## src/rtl/display_pkg.sv

```systemverilog
// Shared types and timing helpers for the display scheduler and its blink
// generator.
package display_pkg;

  // Scheduler states. The encoding carries no meaning beyond being distinct.
  typedef enum logic [2:0] {
    ST_OFF,
    ST_TIME,
    ST_SET_TIME,
    ST_SET_ALARM,
    ST_PREVIEW,
    ST_RING
  } state_e;

  // Encodings driven on src; 2'b11 is reserved and never produced.
  localparam logic [1:0] SRC_TIME  = 2'b00;
  localparam logic [1:0] SRC_ALARM = 2'b01;
  localparam logic [1:0] SRC_BLANK = 2'b10;

  // Longest preview the counter must be able to hold, in seconds.
  localparam int unsigned PREVIEW_S_MAX = 15;

  // Cycles per blink half-period; clamped to 1 so the generator always
  // toggles even when the clock is slower than twice the blink rate.
  function automatic int unsigned half_period_cycles(input int unsigned clk_hz,
                                                     input int unsigned blink_hz);
    int unsigned h;
    h = clk_hz / (2 * blink_hz);
    return (h == 0) ? 1 : h;
  endfunction

  // Cycles in a preview of the given length. 64-bit so 15 s at a fast
  // clock cannot overflow during elaboration.
  function automatic longint unsigned preview_cycles(input int unsigned clk_hz,
                                                     input int unsigned secs);
    return longint'(clk_hz) * longint'(secs);
  endfunction

endpackage

```

## src/rtl/disp_blink_gen.sv

```systemverilog
// Prescaled phase toggler for digit blinking and alarm flashing.
// phase = 1 means lit. restart forces the phase lit and clears the prescaler,
// so the first dark interval starts exactly one half-period later.
// phase reports the value the phase register takes at the coming edge, which
// lets a downstream output register show a restart on the very next cycle.
module disp_blink_gen
  import display_pkg::*;
#(
  parameter int unsigned CLK_HZ   = 100_000_000,
  parameter int unsigned BLINK_HZ = 2
) (
  input  logic clk,
  input  logic rst,
  input  logic restart,
  output logic phase
);

  localparam int unsigned HALF = half_period_cycles(CLK_HZ, BLINK_HZ);
  localparam int          CW   = (HALF > 1) ? $clog2(HALF) : 1;

  logic [CW-1:0] cnt_q, cnt_d;
  logic          phase_q, phase_d;

  // Prescaler advance and phase toggle at the end of each half-period.
  always_comb begin
    // NOTE: every signal written here gets a default first, so no path can
    // leave it unassigned and infer a latch.
    cnt_d   = cnt_q + 1'b1;
    phase_d = phase_q;
    if (restart) begin
      cnt_d   = '0;
      phase_d = 1'b1;
    end else if (cnt_q == CW'(HALF - 1)) begin
      cnt_d   = '0;
      phase_d = ~phase_q;
    end
  end

  // Prescaler and phase registers.
  always_ff @(posedge clk) begin
    // NOTE: state registers use non-blocking assignments so every flop
    // samples pre-edge values regardless of statement order.
    if (rst) begin
      cnt_q   <= '0;
      phase_q <= 1'b1;
    end else begin
      cnt_q   <= cnt_d;
      phase_q <= phase_d;
    end
  end

  assign phase = phase_d;

endmodule

```

## src/rtl/display_scheduler.sv

```systemverilog
// Arbitrates the shared 4-digit display between current time, alarm time and
// blank. Sequences the post-arm alarm preview, flashes while ringing and
// blinks digits in the set modes.
// Optional feature: define DISPLAY_SET_BLINK_EN to blink all four digits in
// SET_TIME/SET_ALARM; otherwise they stay steadily lit (RING always flashes).
module display_scheduler
  import display_pkg::*;
#(
  parameter int unsigned CLK_HZ    = 100_000_000,
  parameter int unsigned BLINK_HZ  = 2,
  parameter int unsigned PREVIEW_S = 3
) (
  input  logic       clk,
  input  logic       rst,
  input  logic [7:0] time_bcd_min,
  input  logic [7:0] time_bcd_hr,
  input  logic [7:0] alarm_bcd_min,
  input  logic [7:0] alarm_bcd_hr,
  input  logic       set_time,
  input  logic       set_alarm,
  input  logic       alarm_arm,
  input  logic       ringing,
  input  logic       power_on,
  output logic [7:0] disp_min,
  output logic [7:0] disp_hr,
  output logic [3:0] digit_en,
  output logic [1:0] src
);

  localparam longint unsigned PV_MAX = preview_cycles(CLK_HZ, PREVIEW_S_MAX);
  localparam longint unsigned PV_CYC = preview_cycles(CLK_HZ, PREVIEW_S);
  localparam int              PW     = $clog2(PV_MAX + 1);

  state_e        state_q, state_d;
  logic          arm_q;
  logic [PW-1:0] pv_cnt_q, pv_cnt_d;
  logic          arm_edge, pv_load, pv_active;
  logic          blink_restart, blink_phase;
  logic [7:0]    min_q, min_d, hr_q, hr_d;
  logic [3:0]    en_q, en_d;
  logic [1:0]    src_q, src_d;

  // A rising arm edge only starts (or restarts) a preview while the plain
  // time view or a preview is on screen. pv_cnt_q holds the preview cycles
  // still to run after the current one, so zero means disarmed.
  assign arm_edge  = alarm_arm & ~arm_q;
  assign pv_load   = arm_edge && (state_q == ST_TIME || state_q == ST_PREVIEW);
  assign pv_active = pv_load || (pv_cnt_q != '0);

  // Next-state priority: power, ringing, set alarm, set time, preview, time.
  always_comb begin
    state_d = ST_TIME;
    if (!power_on)      state_d = ST_OFF;
    else if (ringing)   state_d = ST_RING;
    else if (set_alarm) state_d = ST_SET_ALARM;
    else if (set_time)  state_d = ST_SET_TIME;
    else if (pv_active) state_d = ST_PREVIEW;
  end

  // Preview countdown; any state other than PREVIEW cancels it for good.
  always_comb begin
    pv_cnt_d = '0;
    if (state_d == ST_PREVIEW) begin
      if (pv_load) pv_cnt_d = PW'(PV_CYC - 1);
      else         pv_cnt_d = pv_cnt_q - 1'b1;
    end
  end

  // Every entry into a blinking state starts the phase lit.
  assign blink_restart = (state_d != state_q) &&
                         (state_d == ST_SET_TIME || state_d == ST_SET_ALARM ||
                          state_d == ST_RING);

  disp_blink_gen #(
    .CLK_HZ  (CLK_HZ),
    .BLINK_HZ(BLINK_HZ)
  ) u_blink (
    .clk    (clk),
    .rst    (rst),
    .restart(blink_restart),
    .phase  (blink_phase)
  );

  // Output selection for the state being entered, registered below.
  always_comb begin
    src_d = SRC_TIME;
    en_d  = 4'b1111;
    min_d = time_bcd_min;
    hr_d  = time_bcd_hr;
    unique case (state_d)
      ST_OFF: begin
        src_d = SRC_BLANK;
        en_d  = 4'b0000;
        min_d = 8'h00;
        hr_d  = 8'h00;
      end
      ST_TIME: ;
      ST_PREVIEW: begin
        src_d = SRC_ALARM;
        min_d = alarm_bcd_min;
        hr_d  = alarm_bcd_hr;
      end
      ST_SET_TIME: begin
`ifdef DISPLAY_SET_BLINK_EN
        en_d = {4{blink_phase}};
`endif
      end
      ST_SET_ALARM: begin
        src_d = SRC_ALARM;
        min_d = alarm_bcd_min;
        hr_d  = alarm_bcd_hr;
`ifdef DISPLAY_SET_BLINK_EN
        en_d  = {4{blink_phase}};
`endif
      end
      ST_RING: en_d = {4{blink_phase}};
      default: begin
        src_d = SRC_BLANK;
        en_d  = 4'b0000;
        min_d = 8'h00;
        hr_d  = 8'h00;
      end
    endcase
  end

  // State, edge detector, preview counter and output registers.
  always_ff @(posedge clk) begin
    if (rst) begin
      state_q  <= ST_TIME;
      arm_q    <= 1'b0;
      pv_cnt_q <= '0;
      src_q    <= SRC_TIME;
      en_q     <= 4'b0000;
      min_q    <= 8'h00;
      hr_q     <= 8'h00;
    end else begin
      state_q  <= state_d;
      arm_q    <= alarm_arm;
      pv_cnt_q <= pv_cnt_d;
      src_q    <= src_d;
      en_q     <= en_d;
      min_q    <= min_d;
      hr_q     <= hr_d;
    end
  end

  assign disp_min = min_q;
  assign disp_hr  = hr_q;
  assign digit_en = en_q;
  assign src      = src_q;

endmodule
```

## config.mk

```make
export PLATFORM = sky130hd
export DESIGN_NAME = display_scheduler
export DESIGN_NICKNAME = d
export VERILOG_FILES = /design/src/rtl/display_pkg.sv /design/src/rtl/disp_blink_gen.sv /design/src/rtl/display_scheduler.sv
export SDC_FILE = /design/constraint.sdc
export NUM_CORES = 1
export LEC_CHECK = 0
export CAP_MARGIN = 20
export CORE_MARGIN = 3
export CORE_UTILIZATION = 40
export DETAILED_ROUTE_END_ITERATION = 8
export GPL_ROUTABILITY_DRIVEN = 1
export PLACE_DENSITY = 0.63
export SLEW_MARGIN = 30
export SYNTH_ARGS = -nofsm -noshare
export SYNTH_HDL_FRONTEND = slang
export SYNTH_SLANG_ARGS = --single-unit
```

## constraint.sdc

```tcl
create_clock -name clk -period 3.01 [get_ports clk]
set_input_delay 0.4515 -clock clk [delete_from_list [all_inputs] [get_ports clk]]
set_output_delay 0.4515 -clock clk [all_outputs]
set_load 0.05 [all_outputs]
```

==> results_dict.tcl <==
set metrics [dict create \
    hold_viol 0 \
    dieHeight_microns 103.1 \
    syn_nets 461 \
    rows 34 \
    cp_cell_sequence "inv_1, ha_1, or4b_2, a2111oi_4, a31oi_4, xnor2_2, o32ai_1" \
    crit_buf_inv 1 \
    via_count 3083 \
    worstPathRequired_ns 3.21 \
    cts_setup_buffers 0 \
    via_per_inst 5.261 \
    outcome "finished clean" \
    muxShareOfSynthArea 0.01194 \
    drt-initial-drc-count 57 \
    io_buffers 60 \
    worstPathMaxFanout 16 \
    antenna_cells 0 \
    crit_arrival_ns 2.90 \
    area_growth_pct 22.25 \
    syn_avg_cell_area_sq_um 9.006 \
    grt_pass1_vias 2961 \
    power_density_mw_per_mm2 552.9 \
    clock_path_buffers 2 \
    cts_tree "built" \
    gp_congestion 0.8747 \
    synth_compound_area_frac 0.1621 \
    ant_nets 0 \
    fill_cells 866 \
    slowest_stage "xnor2_2" \
    yosysTopAreaCell "dfxtp_1" \
    ys_ff_latch 80 \
    fin_skew_ns 0.009179 \
    cts.sinks 80 \
    yosys.area_share.xor_xnor 0.1204 \
    htree_levels 3 \
    nNetsFinal 515 \
    total_power_mw 2.551 \
    cts_root_buf "clkbuf_8" \
    core_sq_mm 0.008934 \
    post_synth_num_cell_types 52 \
    post-place-ws_ns 0.2515 \
    maxCapViolations 0 \
    grt_start_max_net_pins 27 \
    irDropWorstVdd_uv 332.0 \
    crit_family "compound AO/OA/AOI/OAI gates" \
    synth-async-reset-ratio 0 \
    rsz0062_at_grt "false" \
    hold_buffers 0 \
    yosysTopAreaCellShare 0.4244 \
    syn-instance-count 419 \
    numCtsBuffers 9 \
    cpPeakStageDelay_ns 0.67 \
    grt-ovfl-total 0 \
    setup_viol 0 \
    synth_simple_gate_area_frac 0.1943 \
    leakage_nw 1.731 \
    maxSlewViolCount 0 \
    crit_type "reg2reg" \
    first_pass_iters 4 \
    worstHoldStart "u_blink.cnt_q[0]$_SDFF_PP0_" \
    clk_pin_slew_ns 0.08 \
    synth_fa_ha_area_frac 0.009947 \
    synth_top_flop_cell "dfxtp_1" \
    startpoint "pv_cnt_q[0]$_SDFF_PP0_" \
    clk_latency_ns 0.35 \
    antenna_found_initial 0 \
    synthTopCellsByArea "dfxtp_1, xnor2_1, a211oi_1, nor2_1, inv_1" \
    synth_common_cells "dfxtp_1, nor2_1, inv_1, xnor2_1, a211oi_1" \
    yosysMostFrequentCell "dfxtp_1" \
    whs_ns 0.4797 \
    tightest_slew_ns 0.7943 \
    synth_top_family_by_area "simple AND/OR/NAND/NOR gates" \
    wire_per_inst_microns 14.40 \
    cp-start-kind "flop" \
    relSlewSlack 0.4704 \
    die_w_microns 103.1 \
    grt_pass1_wl_microns 14300 \
    die_area_sq_mm 0.01064 \
    dp.final_hpwl_microns 5974 \
    io-pin-count 61 \
    finalCriticalPeriod_ns 2.699 \
    wl_microns 8439 \
    drive_above_1_share 0.08368 \
    cts_resized 0 \
    ys_seq_area_frac 0.4244 \
    min_path_type "reg2reg" \
    grt.total_usage 0.1700 \
    synth_edf_count 0 \
    synth_warnings 0 \
    layout_setup_ws_ns 0.3110 \
    reg2reg_from "pv_cnt_q[0]$_SDFF_PP0_" \
    period_share 0.8967 \
    start_util 0.4224 \
    fmax_mhz 370.5 \
    synth.cell_area_sq_mm 0.003774 \
    final.setup.tns_ns 0 \
    drc_errors 0 \
    critPathCaptureType "flop" \
]
==> worst paths after layout <==
check | end | slack, ns | cells past startpoint
max | disp_hr[2]$_SDFF_PP0_ | 0.31 | 7
min | u_blink.cnt_q[0]$_SDFF_PP0_ | 0.48 | 1
max reg2reg | disp_hr[2]$_SDFF_PP0_ | 0.31 | 7
min reg2reg | u_blink.cnt_q[0]$_SDFF_PP0_ | 0.48 | 1
==> worst reg2reg max path, delay by kind of cell (launching register included) <==
family | cells | cell delay [ns]
flops | 1 | 0.34
compound gates | 3 | 0.71
xor+xnor | 1 | 0.67
simple gates | 1 | 0.62
buf+inv | 1 | 0.09
fa+ha+maj | 1 | 0.13
==> cells by family after synthesis <==
logic type,count (synthesis)
AO/OA/AOI/OAI,77
AND/OR/NAND/NOR,140
flip-flops,80
multiplexers,3
adder cells (fa/ha/maj),3
XOR/XNOR,51
buffers and inverters,65
==> power by group <==
| group | internal (mW) | leakage [nW] | switching (mW) |
|---|---|---|---|
| Combinational | 0.269 | 0.988 | 0.380 |
| Clock | 0.379 | 0.0920 | 0.391 |
| Sequential | 1.10 | 0.651 | 0.0294 |
==> metrics by stage <==
step / cell area [sq um] / cells / util
2_1_floorplan: 3774 / 419 / -
3_3_place_gp: 4425 / 570 / 0.4954
3_5_place_dp: 4425 / 570 / 0.4954
4_1_cts: 4613 / 586 / 0.5164
5_1_grt: 4613 / 586 / 0.5164
6_report: 4613 / 586 / 0.5164
==> per-layer routing <==
| metal | track usage | routed length, microns | share of wire | vias up |
|---|---|---|---|---|
| met2 | 0.2511 | 3637 | 0.43 | 69 |
| met5 | 0 | 0 | 0 | - |
| met3 | 0.04330 | 400 | 0.047 | 10 |
| met1 | 0.2383 | 4270 | 0.51 | 1414 |
| li1 | - | - | - | 1590 |
| met4 | 0.06474 | 131 | 0.016 | 0 |
==> flip-flops by register name (all words and copies together) (netlist names) <==
signal and cells:
state_q 3, pv_cnt_q 31, u_blink.phase_q 1, digit_en 1, disp_hr 8, u_blink.cnt_q 25, src 2, disp_min 8
arm_q 1
==> area by class of cell <==
class | instances | area, sq um | area share
Multi-Input combinational cell | 274 | 1882 | 0.4079
Clock buffer | 10 | 127.6 | 0.02766
Sequential cell | 80 | 1602 | 0.3472
Tap cell | 108 | 135.1 | 0.02929
Clock inverter | 6 | 60.06 | 0.01302
Inverter | 41 | 153.9 | 0.03336
Timing Repair Buffer | 67 | 653.1 | 0.1416
==> cell usage in the layout (no fill, tap or decap), types with 12 or more instances in the layout <==
cell / netlist / final
nand2_1: 21 / 21
a21oi_1: 18 / 18
a211oi_1: 24 / 24
nor4_1: 13 / 13
inv_1: 41 / 41
nand3_1: 13 / 13
clkdlybuf4s50_1: 0 / 60
xor2_1: 14 / 14
o32ai_1: 16 / 16
dfxtp_1: 80 / 80
xnor2_1: 36 / 36
nor3_1: 12 / 12
nor2_1: 42 / 42
No activity file was read; power rests on OpenSTA's default activity.
